===== src/rtl/phy_tx_64b66b.sv =====
// Transmit-side 64B/66B PCS encoder: AXI-Stream frames -> GT txdata/txheader/txsequence
// for a lane in external-sequence gearbox mode. Scrambling happens downstream.
module phy_tx_64b66b #(
  parameter int unsigned SEQ_MAX = 32
) (
  input  logic        i_clk,
  input  logic        i_rst,
  input  logic [63:0] s_axis_data,
  input  logic [7:0]  s_axis_keep,
  input  logic        s_axis_last,
  input  logic        s_axis_valid,
  output logic        s_axis_ready,
  output logic [63:0] o_gt0_txdata,
  output logic [1:0]  o_gt0_txheader,
  output logic [6:0]  o_gt0_txsequence
);

  typedef enum logic [1:0] {
    S_IDLE,
    S_DATA,
    S_TAIL,
    S_GAP
  } state_t;

  localparam logic [63:0] IDLE_BLK = 64'h1E00_0000_0000_0000;
  localparam logic [1:0]  HDR_DATA = 2'b01;
  localparam logic [1:0]  HDR_CTRL = 2'b10;
  localparam logic [6:0]  SEQ_LAST = 7'(SEQ_MAX);
  localparam logic [6:0]  SEQ_HOLD = 7'(SEQ_MAX - 1);

  state_t      r_state;
  logic [6:0]  r_seq;
  logic [63:0] r_txdata;
  logic [1:0]  r_txheader;
  logic [7:0]  r_carry;
  logic        r_tail_carry;

  state_t      w_state_nxt;
  logic [63:0] w_data_nxt;
  logic [1:0]  w_hdr_nxt;
  logic [7:0]  w_carry_nxt;
  logic        w_tail_carry_nxt;
  logic        w_advance;
  logic        w_accept;
  logic [7:0]  w_keep_eff;
  logic [63:0] w_beat;
  logic [3:0]  w_k;

  // Number of leading ones in a last-beat keep mask (bytes actually present).
  function automatic logic [3:0] lead_ones(input logic [7:0] keep);
    logic [3:0] n;
    logic       run;
    n   = 4'd0;
    run = 1'b1;
    for (int i = 7; i >= 0; i--) begin
      if (run && keep[i]) n = n + 4'd1;
      else                run = 1'b0;
    end
    return n;
  endfunction

  function automatic logic [7:0] term_type(input logic [3:0] n);
    case (n)
      4'd0:    return 8'h87;
      4'd1:    return 8'h99;
      4'd2:    return 8'hAA;
      4'd3:    return 8'hB4;
      4'd4:    return 8'hCC;
      4'd5:    return 8'hD2;
      4'd6:    return 8'hE1;
      default: return 8'hFF;
    endcase
  endfunction

  // The GT ignores the word shown at SEQ_MAX, so nothing moves on the edge into it.
  assign w_advance    = (r_seq != SEQ_HOLD);
  assign s_axis_ready = ((r_state == S_IDLE) || (r_state == S_DATA)) && w_advance && !i_rst;
  assign w_accept     = s_axis_valid && s_axis_ready;
  assign w_keep_eff   = s_axis_last ? s_axis_keep : 8'hFF;
  assign w_k          = lead_ones(s_axis_keep);

  always_comb begin
    w_beat = '0;
    for (int i = 0; i < 8; i++) begin
      w_beat[63-8*i -: 8] = s_axis_data[63-8*i -: 8] & {8{w_keep_eff[7-i]}};
    end
  end

  // NOTE: every output of this block gets a default first so no path can infer a latch.
  always_comb begin
    w_state_nxt      = r_state;
    w_data_nxt       = IDLE_BLK;
    w_hdr_nxt        = HDR_CTRL;
    w_carry_nxt      = r_carry;
    w_tail_carry_nxt = r_tail_carry;
    case (r_state)
      S_IDLE: begin
        if (w_accept) begin
          w_data_nxt       = {8'h78, w_beat[63:8]};
          w_carry_nxt      = w_beat[7:0];
          w_tail_carry_nxt = 1'b1;
          w_state_nxt      = s_axis_last ? S_TAIL : S_DATA;
        end
      end
      S_DATA: begin
        if (w_accept) begin
          if (!s_axis_last || w_k >= 4'd7) begin
            w_data_nxt  = {r_carry, w_beat[63:8]};
            w_hdr_nxt   = HDR_DATA;
            w_carry_nxt = w_beat[7:0];
            // A 7-byte tail leaves nothing to carry: close with an empty T0.
            if (s_axis_last) begin
              w_tail_carry_nxt = (w_k == 4'd8);
              w_state_nxt      = S_TAIL;
            end
          end else begin
            w_data_nxt  = {term_type(w_k + 4'd1), r_carry, w_beat[63:16]};
            w_state_nxt = S_GAP;
          end
        end
      end
      S_TAIL: begin
        w_data_nxt  = r_tail_carry ? {8'h99, r_carry, 48'h0} : {8'h87, 56'h0};
        w_state_nxt = S_GAP;
      end
      default: begin
        w_state_nxt = S_IDLE;
      end
    endcase
  end

  // NOTE: sequential state uses non-blocking assignments so all registers sample together.
  always_ff @(posedge i_clk or posedge i_rst) begin
    if (i_rst) begin
      r_seq        <= '0;
      r_state      <= S_IDLE;
      r_txdata     <= IDLE_BLK;
      r_txheader   <= HDR_CTRL;
      r_carry      <= '0;
      r_tail_carry <= 1'b0;
    end else begin
      r_seq <= (r_seq == SEQ_LAST) ? 7'd0 : r_seq + 7'd1;
      if (w_advance) begin
        r_state      <= w_state_nxt;
        r_txdata     <= w_data_nxt;
        r_txheader   <= w_hdr_nxt;
        r_carry      <= w_carry_nxt;
        r_tail_carry <= w_tail_carry_nxt;
      end
    end
  end

  assign o_gt0_txdata     = r_txdata;
  assign o_gt0_txheader   = r_txheader;
  assign o_gt0_txsequence = r_seq;

endmodule


===== config.mk =====
export PLATFORM = sky130hd
export DESIGN_NAME = phy_tx_64b66b
export DESIGN_NICKNAME = d
export VERILOG_FILES = /design/src/rtl/phy_tx_64b66b.sv
export SDC_FILE = /design/constraint.sdc
export NUM_CORES = 1
export LEC_CHECK = 0
export ABC_AREA = 1
export CORE_MARGIN = 5
export CORE_UTILIZATION = 48
export CTS_CLUSTER_SIZE = 12
export DETAILED_ROUTE_END_ITERATION = 8
export GPL_TIMING_DRIVEN = 1
export PLACE_DENSITY = 0.81
export SKIP_LAST_GASP = 1
export SLEW_MARGIN = 20
export SYNTH_ARGS = -nofsm -noshare
export SYNTH_HDL_FRONTEND = slang
export SYNTH_SLANG_ARGS = --single-unit

===== constraint.sdc =====
create_clock -name i_clk -period 3.4 [get_ports i_clk]
set_clock_uncertainty 0.15 [all_clocks]
set_input_delay 0.34 -clock i_clk [delete_from_list [all_inputs] [get_ports i_clk]]
set_output_delay 0.34 -clock i_clk [all_outputs]
set_load 0.02 [all_outputs]

==> impl_metrics.py <==
metrics = {
    "run_status": {
        "outcome": "finished, final reports clean",
    },
    "sta": {
        "fin_crit_ns": 3.28,
        "holdWs_ns": 0.338,
        "setup_viol": 0,
        "fmax_mhz": 304,
        "worst-slew-pin-transition_ns": 0.802,
        "slew_violations": 0,
        "hold_viol_final": 0,
        "worst_slack_ns": 0.115,
        "slew_headroom_pct": 46.5,
        "fin_crit_sh_pct": 96.6,
        "setup_tns_ns": 0,
    },
    "route": {
        "via_per_inst": 5.43,
        "first_pass_iters": 5,
        "wl_um": 17100,
        "antenna_left": 0,
        "remaining_drc_errors": 0,
        "vias": 5605,
        "drt_iter0_drc": 441,
        "wl_per_cell_um": 16.5,
    },
    "clock_network": {
        "cts_buffers": 9,
        "cts_root_buffer": "clkbuf_8",
        "cts_hold_buf": 0,
        "cts.clk_slew.worst_paths_ns": 0.10,
        "clk_latency_ns": 0.35,
        "clock_sinks": 84,
        "cts_buffer_depth": 2,
        "htreeDepth": 3,
        "tritoncts": "done",
    },
    "logic_synthesis": {
        "synth_area_leaders": "dfrtp_1 39%, nand2_1 23%, o22ai_1 6.1%",
        "syn_avg_cell_area_um2": 7.15,
        "synth_most_common_cell": "nand2_1",
        "synthCells": 707,
        "ys_warn_count": 0,
        "ys_ff_latch": 84,
        "yosysSeqAreaShare_pct": 41.7,
        "synth.distinct_cells": 40,
        "synth_edf_count": 0,
        "synthTopCellsByCount": "308 x nand2_1, 79 x dfrtp_1, 49 x o22ai_1, 48 x inv_1, 35 x o21ai_0",
        "async_reset_ff_share_pct": 100,
        "netlist_area_um2": 5050,
        "synth_top_area_share_pct": 39.1,
        "syn_nets": 795,
        "synth_top_area_cell": "dfrtp_1",
        "synth_ff_type": "dfrtp_1",
    },
    "global_routing": {
        "grt_pass1_wl_um": 27400,
        "antenna_found_initial": 0,
        "grt_usage_pct": 26.2,
        "first_global_vias": 5658,
        "grt_max_degree": 65,
        "grt_overflow": 0,
    },
    "critical_path": {
        "worst-setup-path-type": "primary input to flip-flop",
        "critPathMaxFanout": 12,
        "r2r_cells": 14,
        "endpoint": "o_gt0_txdata[29]",
        "required_ns": 3.51,
        "critPathLaunch": "s_axis_keep[6]",
        "r2r_end": "o_gt0_txdata[29]",
        "worstPathArrival_ns": 3.40,
        "cpMostUsedCell": "buf_4",
        "crit_path_end_kind": "flip-flop",
        "cp_slowest_cell": "ha_1",
        "r2r_start": "r_state[1]",
        "ff2ff_setup_slack_ns": 0.29,
        "start_kind": "primary input",
        "critical-path-max-stage-delay_ns": 0.29,
    },
    "floorplanning": {
        "fp-row-count": 37,
        "dieArea_um2": 12700,
        "pin_count": 150,
        "initial_core_util_pct": 49.2,
        "fp.dieH_um": 113,
        "core_area_um2": 10300,
        "die_w_um": 113,
    },
    "placement": {
        "place_area_um2": 6820,
        "io_buffer_count": 149,
        "dp.cells": 992,
        "routabilityCongestion": 0.952,
        "dp_hpwl_um": 11800,
        "place_ws_ns": -0.697,
    },
    "layout": {
        "nets": 979,
        "finalNonFillerCells": 1032,
        "fill_cells": 813,
        "antenna_cells": 0,
        "stdcell_area_um2": 7390,
        "syn2layout_area_growth_pct": 46.3,
        "fin_util_pct": 72.0,
        "drive_gt1_share_pct": 14.3,
    },
    "power": {
        "p_leak_nw": 3.71,
        "p_total_mw": 3.58,
        "vdd_drop_max_mv": 0.337,
        "power_density_nw_per_um2": 484,
    },
    "job": {
        "maxCapViolCount": 0,
    },
    "worst_hold_path": {
        "hp-class": "flip-flop to flip-flop",
    },
}
worst min-delay path by stage:
| stage | start | end | cells after the start |
|---|---|---|---|
| detailed placement | o_gt0_txdata[10] | o_gt0_txdata[10] | 2 |
| finish | o_gt0_txdata[41] | o_gt0_txdata[41] | 2 |
| global route | o_gt0_txdata[47] | o_gt0_txdata[47] | 2 |
| floorplan | r_tail_carry | r_tail_carry | 2 |
| CTS | o_gt0_txdata[53] | o_gt0_txdata[53] | 2 |
| global placement | o_gt0_txdata[54] | o_gt0_txdata[54] | 2 |
routing by layer:
layer / track usage, % / up-vias / share of wire (%)
met3: 5.34 / 41 / 8.0
met4: 8.97 / 0 / 2.6
met5: 0 / - / 0
met2: 43.5 / 270 / 49
met1: 34.0 / 2626 / 41
li1: - / 2668 / -
repair_timing:
action	4_1_cts	5_1_grt
resized for setup	14	31
pin swaps	13	15
endpoints found under the hold margin	0	0
setup endpoints to repair	74	74
buffers inserted	18	2
cloned	3	1
power by group:
group	internal (mW)	total, mW	leakage [nW]	switching [mW]
sequential	1.20	1.35	1.13	0.150
clock	0.350	0.758	0.102	0.407
combinational	0.639	1.47	2.48	0.830
total	2.19	3.58	3.71	1.39
cell type report:
class / count / area, um2 / area share [%]
Timing Repair Buffer: 205 / 2070 / 28.0
Clock inverter: 7 / 80.1 / 1.08
Sequential cell: 84 / 2110 / 28.5
Clock buffer: 9 / 124 / 1.68
Multi-Input combinational cell: 533 / 2620 / 35.4
Tap cell: 136 / 170 / 2.30
Inverter: 58 / 223 / 3.01
critical path: cells and delay by family:
kind	cells	cell delay, ns
and+or+nand+nor	11	1.02
AOI/OAI and AO/OA	2	0.27
buffers and inverters	10	1.27
adders and majority gates	2	0.52
layout by cell type (no fill, tap or decap), types with 6 or more instances in the layout:
master	synthesis	final
inv_2	7	9
a21oi_1	21	21
nor2_1	30	26
nand4_1	9	9
inv_1	48	44
o21ai_0	35	33
clkdlybuf4s50_1	0	145
nand2_1	308	304
ha_1	12	11
nand3_1	30	30
nand2_2	3	6
o22ai_1	49	49
nor2_2	4	6
clkbuf_8	0	9
dfrtp_1	79	79
buf_4	0	45
nor2_4	4	6
state kept, by name, summed over array words and instances, names as in the netlist:
register,cells
r_state,2
o_gt0_txheader,2
o_gt0_txdata,64
o_gt0_txsequence,7
r_tail_carry,1
r_carry,8
logic make-up (layout without fill, tap and decap cells):
logic type / Yosys count / after routing / share of synthesized area (%)
buffers and inverters: 90 / 279 / 7.67
flip-flops: 84 / 84 / 41.7
AO/OA/AOI/OAI: 113 / 113 / 12.8
adder cells (fa/ha/maj): 12 / 12 / 2.97
AND/OR/NAND/NOR: 407 / 407 / 34.6
XOR/XNOR: 1 / 1 / 0.173
(Power assumes the default switching activity.)
